===== src/rtl/clk_1hz_div.sv =====
// clk_1hz_div
// Divides the system clock down to a slow 50 % duty square wave plus a
// one-cycle tick that marks each rising edge of that wave. Everything runs in
// the system clock domain; both outputs are meant to be sampled as data, not
// used as a clock.

module clk_1hz_div #(
   parameter int CLK_FREQ_HZ = 50_000_000,
   parameter int OUT_FREQ_HZ = 1
) (
   input  logic clk,
   input  logic rst_n,
   output logic clk_1hz_out,
   output logic tick_1hz
);

   // Number of clk cycles spent in each half of the output period. The guard
   // on OUT_FREQ_HZ keeps elaboration from dividing by zero before the
   // parameter check below gets a chance to report the problem.
   localparam int HALF_CNT = (OUT_FREQ_HZ > 0) ? CLK_FREQ_HZ / (2 * OUT_FREQ_HZ) : 0;

   // $clog2(HALF_CNT) bits always hold HALF_CNT-1; a divide of one still needs
   // a one-bit counter so the vector is never zero width.
   localparam int CNT_W = (HALF_CNT > 1) ? $clog2(HALF_CNT) : 1;

   // Last count value of a half period, after which the output flips.
   localparam logic [CNT_W-1:0] TERM_CNT = CNT_W'((HALF_CNT > 0) ? HALF_CNT - 1 : 0);

   // Refuse to build a divider that cannot produce a valid half period.
   generate
      if (OUT_FREQ_HZ == 0 || HALF_CNT < 1) begin : g_badParams
         $error("clk_1hz_div: OUT_FREQ_HZ must be nonzero and CLK_FREQ_HZ/(2*OUT_FREQ_HZ) at least 1");
      end
   endgenerate

   logic [CNT_W-1:0] r_cnt;
   logic             r_out;
   logic             r_tick;

   logic             w_atTerminal;
   logic [CNT_W-1:0] w_cntNext;
   logic             w_outNext;
   logic             w_tickNext;

   // Work out the next counter/output values: restart and flip at the end of
   // a half period, otherwise keep counting with the output held. The tick is
   // only raised when the flip takes the output from low to high.
   always_comb begin
      w_atTerminal = (r_cnt == TERM_CNT);
      w_cntNext    = r_cnt + CNT_W'(1);
      w_outNext    = r_out;
      w_tickNext   = 1'b0;
      if (w_atTerminal) begin
         w_cntNext  = '0;
         w_outNext  = ~r_out;
         w_tickNext = ~r_out;
      end
   end

   // State registers. Reset is synchronous and takes priority over the
   // terminal count, so a reset on a toggle edge still forces everything low
   // and the phase restarts cleanly from release.
   always_ff @(posedge clk) begin
      if (!rst_n) begin
         r_cnt  <= '0;
         r_out  <= 1'b0;
         r_tick <= 1'b0;
      end else begin
         r_cnt  <= w_cntNext;
         r_out  <= w_outNext;
         r_tick <= w_tickNext;
      end
   end

   assign clk_1hz_out = r_out;
   assign tick_1hz    = r_tick;

endmodule


===== config.mk =====
export PLATFORM = sky130hd
export DESIGN_NAME = clk_1hz_div
export DESIGN_NICKNAME = d
export VERILOG_FILES = /design/src/rtl/clk_1hz_div.sv
export SDC_FILE = /design/constraint.sdc
export NUM_CORES = 1
export LEC_CHECK = 0
export CORE_ASPECT_RATIO = 1.2
export CORE_MARGIN = 1.5
export CORE_UTILIZATION = 30
export DETAILED_ROUTE_END_ITERATION = 16
export GPL_ROUTABILITY_DRIVEN = 0
export HOLD_SLACK_MARGIN = 0.15
export SLEW_MARGIN = 20
export SYNTH_ARGS = -nofsm -noshare
export SYNTH_HDL_FRONTEND = slang
export SYNTH_SLANG_ARGS = --single-unit

===== constraint.sdc =====
create_clock -name clk -period 1.65 [get_ports clk]
set_clock_uncertainty 0.1 [all_clocks]
set_input_delay 0.2475 -clock clk [delete_from_list [all_inputs] [get_ports clk]]
set_output_delay 0.2475 -clock clk [all_outputs]
set_load 0.1 [all_outputs]

==> summary.txt, run 1 <==
Cells and area
  – Commonest cells after routing, fill and taps aside: 24 x buf_4, 21 x dfxtp_1, 17 x nor2_1
  – Final nets: 167
  – Share of layout cells above drive strength 1: 33.7%
  – Fillers: 430
  – Post-Layout Cell Count: 217
  – Antenna diodes: 0
  – Most common cell after layout, fill and taps aside: buf_4
  – Area delta synth->final: 27.8%

Power and ir drop
  – Pleak: 0.621 nW
  – Gate power share: 3.1%
  – Power Density: 661 nW/um^2
  – Clk network pwr share: 35.3%
  – P_sw: 0.237 mW
  – Sw frac: 22.0%
  – Design internal power: 0.843 mW
  – Seq pwr share: 61.6%
  – Worst vdd ir: 0.408 mV

Synthesis
  – Mux cell area share after synthesis: 0%
  – XOR/XNOR share of the synthesized area: 10.3%
  – Register area share after synthesis: 42.3%
  – Cell Area, Synth: 1280 um^2
  – Synth warn: 0
  – Mean post-synth cell area: 9.32 um^2
  – Post-Synth Simple-Gate Area: 32.1%
  – #FFs+latches synth: 27
  – Syn nets: 140
  – Ys flop type: dfxtp_1
  – Async set-or-reset flop fraction in the synthesized netlist: 0%
  – Yosys cell types: 33
  – Adder-Cell Fraction of Synth Area: 0.979%
  – EDFF count, synth: 0
  – Synth Instances: 137
  – Synth Area in Compound Gates: 9.50%
  – Largest family of logic cells by synthesized area: simple AND/OR/NAND/NOR gates

Global route
  – Largest net degree at the start of global routing: 25
  – Vias in the first global route: 1050
  – Gr ovfl total: 0
  – Initial antenna violation count: 0
  – Global-route wire length before repair: 4620 um
  – All-Layer GR Usage: 12.6%

Worst hold path
  – Hold path cells: 1
  – Hold Path Class: flip-flop to flip-flop

Drt
  – # DRC: 0
  – Total Wirelength: 2700 um
  – Routed len/inst: 12.4 um
  – DRT Pass-1 Iters: 4
  – DRT iter0 DRCs: 32
  – Routed vias/inst: 5.09
  – Routed via count: 1104
  – Final ANT Viol Nets: 0

Clock network
  – Clk buf depth: 2
  – Clk root buf: clkbuf_8
  – Clk pin slew, worst setup/hold paths: 90 ps
  – H-tree lvl count: 1
  – CTS tree: done
  – Cts bufs inserted: 3
  – Sink Count: 27
  – Clock latency on the worst-skew pair: 280 ps
  – Hold-fix buffer count after cts: 0

Critical path
  – Worst setup SP type: flip-flop
  – Worst r2r path cells: 5
  – Data required time at the worst endpoint: 1770 ps
  – Endpoint class of the critical path: flip-flop
  – Critical path arrival: 1740 ps
  – Critical path type: flip-flop to flip-flop
  – CP max FO: 8

Placed design
  – Place WS: -19.1 ps
  – Port bufs: 3
  – Dpl cells: 211
  – Post-DP HPWL: 2000 um

Timing
  – Slew headroom: 78.7%
  – Final hold violations: 0
  – Final max-slew violation count: 0
  – Worst slew pin tran: 317 ps
  – Final Critical Period: 1630 ps
  – Fin crit share: 98.5%
  – Final setup viols: 0
  – Fmax: 615 MHz
  – RSZ-0062 raised after global routing: true
  – Setup ws final: 24.6 ps

Floorplanning
  – Die footprint: 4660 um^2
  – Core region area: 4000 um^2
  – Die width: 62.6 um
  – Initial Utilization: 31.9%
  – # rows: 25
  – I/O pins: 4
  – Die height: 74.5 um

Status
  – Status: finished clean

Job
  – Max_cap viols: 0
==> power by group through the flow <==
| stage | logic (mW) | clock network [mW] | registers [mW] |
|---|---|---|---|
| after floorplan | 0.0245 | 0 | 0.680 |
| after global placement | 0.0316 | 0 | 0.681 |
| after detailed placement | 0.0336 | 0 | 0.682 |
| after CTS | 0.0338 | 0.395 | 0.666 |
| after global routing | 0.0379 | 0.418 | 0.667 |
| final | 0.0331 | 0.381 | 0.666 |
==> timing repair <==
action,4_1_cts,5_1_grt
cloned,0,0
resized for setup,2,6
pin swaps,0,4
buffers inserted,0,2
setup endpoints to repair,3,25
==> path summary, 6_finish.rpt <==
| path | startpoint | to | slack (ps) |
|---|---|---|---|
| worst max register to register | r_cnt[1] | r_cnt[24] | 20 |
| worst max-delay path | r_cnt[1] | r_cnt[24] | 20 |
| worst min register to register | r_cnt[0] | r_cnt[0] | 360 |
| worst min-delay path | r_cnt[0] | r_cnt[0] | 360 |
==> metal layers <==
layer  wire length [um]  GRT usage [%]  vias up  part of all wire, %
met1               1140           13.3      536                   42
met4                 44           5.19        0                  1.6
met2               1440           24.9       14                   53
met5                  0              0        -                    0
li1                   -              -      549                    -
met3                 72           2.27        5                  2.7
==> cell usage after synthesis, types with 3 or more instances <==
| library cell | count | share of area, % |
|---|---|---|
| or3_1 | 3 | 1.5 |
| nand4_1 | 8 | 3.9 |
| xnor2_1 | 5 | 3.4 |
| o21ai_0 | 3 | 1.2 |
| nand3_1 | 8 | 3.1 |
| inv_1 | 3 | 0.88 |
| xor2_1 | 10 | 6.9 |
| a21oi_1 | 7 | 2.7 |
| nor4_1 | 3 | 1.5 |
| buf_4 | 3 | 1.8 |
| dfxtp_1 | 27 | 42 |
| or4_1 | 4 | 2.4 |
| nor2_1 | 17 | 5.0 |
| nand2_1 | 5 | 1.5 |
| o31ai_1 | 6 | 3.5 |
==> critical path, stage by stage, from the launching register on <==
cell	delay (ps)
dfxtp_2	370
ha_4	150
and3_4	210
nand2_4	80
or4_1	500
a21oi_1	150
==> through the flow <==
stage	hold slack, ps	util [%]	setup TNS (ps)	instance area, um^2	power [mW]
final	357	40.8	0	1630	1.08
after global routing	360	40.8	-693	1630	1.12
after detailed placement	356	38.8	-31.8	1560	0.715
after global placement	347	38.8	0	1560	0.713
after floorplan	298	-	0	1310	0.705
after CTS	370	40.1	0	1600	1.09
==> logic make-up after synthesis <==
logic type      count (synthesis)
buf+inv                         9
simple gates                   66
xor+xnor                       15
compound gates                 19
fa+ha+maj                       1
flops                          27
==> registers in the layout (all words and copies together) (netlist names) <==
signal and cells:
tick_1hz 1, clk_1hz_out 1, r_cnt 25
==> final cells by class <==
cell class	instances	area, um^2	share of cell area, %
Tap cell	54	67.6	4.14
Inverter	3	11.3	0.690
Sequential cell	27	551	33.7
Multi-Input combinational cell	101	707	43.3
Timing Repair Buffer	28	250	15.3
Clock inverter	1	5.00	0.307
Clock buffer	3	41.3	2.53
Power figures use the tool's default switching activity.
==> run 2, diff against run 1 <==
Settings changed: ABC_AREA from default to 1, CORE_UTILIZATION 30 to 36.
==> run 2 against run 1 <==
  * Sequential power down 0.6%
  * Routed wire length increased by 11%
  * Register-to-register slack gained 40 ps
  * Global-route usage increased by 2.1 points
  * Count of clock-buffer cells in the layout unchanged
  * Final area shrank 1.3%
  * Final cell count up 23%
  * Combinational power rose by 32%
  * Total power down 0.37%
  * Largest cell class unchanged
  * Largest power group unchanged
==> summary.txt, run 2 <==
Status
  – Status: finished clean

Timing
  – Final hold violations: 0
  – Fmax: 630 MHz
  – Final Critical Period: 1590 ps
  – Worst slew pin tran: 663 ps
  – Fin crit share: 96.3%
  – Final setup viols: 0
  – Final max-slew violation count: 0
  – Setup tns final: 0 ps
  – Slew headroom: 55.7%

Drt
  – Total Wirelength: 2990 um
  – Routed vias/inst: 4.72
  – DRT iter0 DRCs: 43
  – # DRC: 0
  – Routed via count: 1256
  – Final ANT Viol Nets: 0
  – Routed len/inst: 11.2 um
  – DRT Pass-1 Iters: 4

Synthesis
  – Async set-or-reset flop fraction in the synthesized netlist: 0%
  – Register area share after synthesis: 39.4%
  – Syn nets: 203
  – Synth Instances: 200
  – Commonest cells in the netlist: 51 x nand2_1, 45 x nor2_1, 27 x dfxtp_1
  – Cell Area, Synth: 1370 um^2
  – Post-synth top area share: 39.4%
  – Yosys cell types: 19
  – Synth warn: 0
  – Top cells by area, synth: dfxtp_1 39%, nand2_1 14%, nor2_1 12%
  – Synth area leader: dfxtp_1
  – Mean post-synth cell area: 6.86 um^2
  – #FFs+latches synth: 27
  – Most common cell in the netlist: nand2_1
  – EDFF count, synth: 0
  – Ys flop type: dfxtp_1

Cells and area
  – Final Instance Area: 1610 um^2
  – Area occupied by multi-input gates: 798 um^2
  – Fillers: 391
  – Share of layout cells above drive strength 1: 14.5%
  – Reg area: 543 um^2
  – Post-Layout Cell Count: 266
  – Final nets: 218
  – Biggest register: r_cnt
  – Antenna diodes: 0
  – Commonest cells after routing, fill and taps aside: 51 x nand2_1, 45 x nor2_1, 25 x dfxtp_1
  – Max reg flops: 25
  – Most common cell after layout, fill and taps aside: nand2_1
  – Area delta synth->final: 17.5%

Global route
  – Largest net degree at the start of global routing: 24
  – Vias in the first global route: 1119
  – Gr ovfl total: 0
  – Global-route wire length before repair: 4760 um
  – All-Layer GR Usage: 14.7%
  – Initial antenna violation count: 0

Critical path
  – Critical path arrival: 1650 ps
  – Critical path type: flip-flop to flip-flop
  – CP max FO: 6
  – Data required time at the worst endpoint: 1720 ps
  – Endpoint class of the critical path: flip-flop
  – Worst setup SP type: flip-flop

Floorplanning
  – Die width: 59.3 um
  – Core region area: 3630 um^2
  – Initial Utilization: 37.7%
  – # rows: 24
  – I/O pins: 4
  – Die height: 70.6 um
  – Die footprint: 4190 um^2

Clock network
  – CTS tree: done
  – Hold-fix buffer count after cts: 0
  – Clk buf depth: 2
  – Clk pin slew, worst setup/hold paths: 90 ps
  – Clock latency on the worst-skew pair: 270 ps
  – Sink Count: 27
  – H-tree lvl count: 1
  – Clk root buf: clkbuf_8
  – Cts bufs inserted: 3

Worst hold path
  – Hold Path Class: flip-flop to flip-flop

Power and ir drop
  – Tot Pwr: 1.08 mW
  – Pleak: 0.576 nW
  – Worst vdd ir: 0.408 mV
  – Power Density: 668 nW/um^2

Placed design
  – Port bufs: 3
  – Dpl cells: 256
  – Post-DP HPWL: 2070 um
  – Post-DP Area: 1490 um^2

Job
  – Max_cap viols: 0
## run 2: changes by cell type in the layout (fill, tap and decap cells not counted), sizes merged, moves of 6 or more
cell / previous run / this run
nand2: 7 / 59
nor2: 17 / 54
buf: 27 / 7
inv: 3 / 19
nand3: 8 / 17
nand4: 9 / 0
and4: 6 / 0
o31ai: 6 / 0
or4: 6 / 0
## run 2: cell type report
cell class | instances | share of cell area [%]
Clock inverter | 1 | 0.311
Clock buffer | 3 | 2.56
Inverter | 19 | 4.43
Timing Repair Buffer | 8 | 5.43
Sequential cell | 27 | 33.7
Multi-Input combinational cell | 156 | 49.5
Tap cell | 52 | 4.04
## run 2: final timing paths
| kind | from | cells after the start | to | slack (ps) |
|---|---|---|---|---|
| hold / removal | r_cnt[24] | 2 | r_cnt[24] | 400 |
| setup reg to reg | r_cnt[0] | 8 | r_cnt[18] | 60 |
| hold reg to reg | r_cnt[24] | 2 | r_cnt[24] | 400 |
| setup / recovery | r_cnt[0] | 8 | r_cnt[18] | 60 |
## run 2: power breakdown
| part | switching [mW] | internal [mW] | leakage (nW) |
|---|---|---|---|
| Clock | 0.201 | 0.169 | 0.0255 |
| Sequential | 0.00407 | 0.658 | 0.218 |
| Combinational | 0.0278 | 0.0159 | 0.332 |
## run 2: cells by family after synthesis
group	synth area share (%)
AO/OA/AOI/OAI	3.83
XOR/XNOR	7.66
adder cells (fa/ha/maj)	0.912
buffers and inverters	6.84
flip-flops	39.4
AND/OR/NAND/NOR	41.3
## run 2: repair_timing
item,in CTS,in global routing
endpoints found under the setup margin,0,23
resized for setup,0,7
setup buffers,0,2
## run 2: worst max-delay path, stage by stage, from the launching register on
cell and delay, ps:
dfxtp_2 340, ha_2 180, nand2_1 80, nor2_4 150
nand2_1 100, nor2_4 160, nand2_4 140, nand2_4 160
nor2_1 60
## run 2: per-layer routing
| metal | up-vias | global-route usage [%] | share of wire (%) |
|---|---|---|---|
| met4 | 0 | 6.06 | 1.8 |
| met2 | 21 | 23.9 | 52 |
| li1 | 655 | - | - |
| met1 | 575 | 19.5 | 42 |
| met5 | - | 0 | 0 |
| met3 | 5 | 1.65 | 4.3 |
## run 2: through the flow
stage | util [%] | worst slack, ps | hold slack, ps
floorplan | - | 214 | 286
global placement | 40.9 | 93.7 | 328
detailed placement | 40.9 | 39.6 | 340
CTS | 42.2 | 23.7 | 363
global route | 44.4 | -7.61 | 417
finish | 44.4 | 61.5 | 400
==> run 3, diff against run 2 <==
Settings changed: CORE_UTILIZATION 36 to 38.
==> run 3 against run 2 <==
  * Worst hold slack lost 4.1 ps
  * Clock power is essentially flat
  * Final cell count shrank 6.0%
  * Register-to-register slack is essentially flat
  * Critical endpoint is now r_cnt[11]
  * Non-clock buffer count shrank 1
  * Critical path depth is the same
  * Global-route usage grew 0.62 points
  * Routed wire length shrank 1.7%
  * Combinational power shrank 3%
  * First-iteration DRC count shrank 23%
  * Flip-flop and latch count is the same
  * Worst setup slack gained 4.4 ps
==> summary.txt, run 3 (synthesized netlist as in run 2, its figures left out) <==
Power and ir drop
  – Tot Pwr: 1.08 mW
  – Pleak: 0.571 nW
  – Worst vdd ir: 0.429 mV
  – Power Density: 675 nW/um^2

Cells and area
  – Max reg flops: 25
  – Most common cell after layout, fill and taps aside: nand2_1
  – Final nets: 217
  – Area delta synth->final: 16.1%
  – Biggest register: r_cnt
  – Commonest cells after routing, fill and taps aside: 50 x nand2_1, 44 x nor2_1, 25 x dfxtp_1
  – Layout Utilization: 46.9%
  – Antenna diodes: 0
  – Share of layout cells above drive strength 1: 14.6%
  – Final Instance Area: 1590 um^2

Floorplanning
  – I/O pins: 4
  – Die height: 68.8 um
  – Core region area: 3400 um^2
  – Die footprint: 3980 um^2
  – # rows: 23
  – Die width: 57.8 um
  – Initial Utilization: 40.4%

Drt
  – # DRC: 0
  – Routed vias/inst: 4.86
  – DRT Pass-1 Iters: 4
  – Routed len/inst: 11.7 um
  – Final ANT Viol Nets: 0
  – DRT iter0 DRCs: 33
  – Routed via count: 1214
  – Total Wirelength: 2940 um

Critical path
  – CP Cell Sequence: ha_1, nand2_1, nor2_4, nand2_2, nor2_4, nand2_4, nand2_4, nor2_1
  – CP max stage cell: dfxtp_2
  – Critical path arrival: 1650 ps
  – Endpoint class of the critical path: flip-flop
  – CP max FO: 6
  – Flop2flop setup slack: 70 ps
  – Max incr delay on CP: 340 ps
  – Worst r2r path cells: 8
  – Data required time at the worst endpoint: 1720 ps
  – Critical path type: flip-flop to flip-flop
  – Worst setup SP type: flip-flop

Global route
  – Initial antenna violation count: 0
  – Largest net degree at the start of global routing: 24
  – Global-route wire length before repair: 4630 um
  – Gr ovfl total: 0
  – All-Layer GR Usage: 15.3%
  – Vias in the first global route: 1088

Clock network
  – Cts bufs inserted: 3
  – Clk root buf: clkbuf_8
  – Sink Count: 27
  – Clock latency on the worst-skew pair: 270 ps
  – Hold-fix buffer count after cts: 0
  – H-tree lvl count: 1
  – CTS tree: done
  – Clk buf depth: 2
  – Clk pin slew, worst setup/hold paths: 90 ps

Timing
  – RSZ-0062 raised after global routing: true
  – Setup ws final: 65.9 ps
  – Slew headroom: 54.2%
  – Fin crit share: 96.0%
  – Setup tns final: 0 ps
  – Fmax: 631 MHz
  – Final Critical Period: 1580 ps
  – Worst slew pin tran: 685 ps
  – Final hold violations: 0
  – Final max-slew violation count: 0
  – Final setup viols: 0

Placed design
  – Post-DP HPWL: 2070 um
  – Port bufs: 3
  – Post-DP Area: 1470 um^2
  – Place WS: 31.1 ps

Job
  – Max_cap viols: 0

Status
  – Status: finished clean

Worst hold path
  – Hold path cells: 2
  – Hold Path Class: flip-flop to flip-flop
-- run 3: critical path: cells and delay by family (launching register included) --
kind          cells  cell delay (ps)
simple gates      7              870
fa+ha+maj         1              170
flops             1              340
-- run 3: power by group --
group          internal [mW]  switching (mW)
clock network          0.173           0.198
registers              0.658         0.00377
logic                 0.0156          0.0266
-- run 3: path summary, 6_finish.rpt --
kind / start / to
worst min register to register: r_cnt[0] / r_cnt[0]
worst max-delay path: r_cnt[0] / r_cnt[11]
worst max register to register: r_cnt[0] / r_cnt[11]
worst min-delay path: r_cnt[0] / r_cnt[0]
-- run 3: cell type report --
cell class,instances,area [um^2]
Inverter,19,71.3
Clock buffer,4,45.0
Tap cell,37,46.3
Fill cell,358,1800
Sequential cell,27,543
Timing Repair Buffer,7,80.1
Multi-Input combinational cell,156,806
-- run 3: through the flow --
stage               instances  hold WS [ps]
CTS                       245           354
floorplan                 200           286
global placement          241           328
global route              250           416
detailed placement        241           336
finish                    250           396
-- run 3: per-layer routing --
| metal | wire (um) | vias to the layer above | track usage [%] |
|---|---|---|---|
| met5 | 0 | - | 0 |
| met4 | 36 | 0 | 5.23 |
| met3 | 67 | 4 | 2.80 |
| met2 | 1430 | 13 | 26.4 |
| met1 | 1400 | 550 | 19.3 |
| li1 | - | 647 | - |
-- run 3: repair_timing --
item,4_1_cts,5_1_grt
endpoints found under the hold margin,0,0
buffers inserted,0,1
resized for setup,0,9
endpoints found under the setup margin,0,23
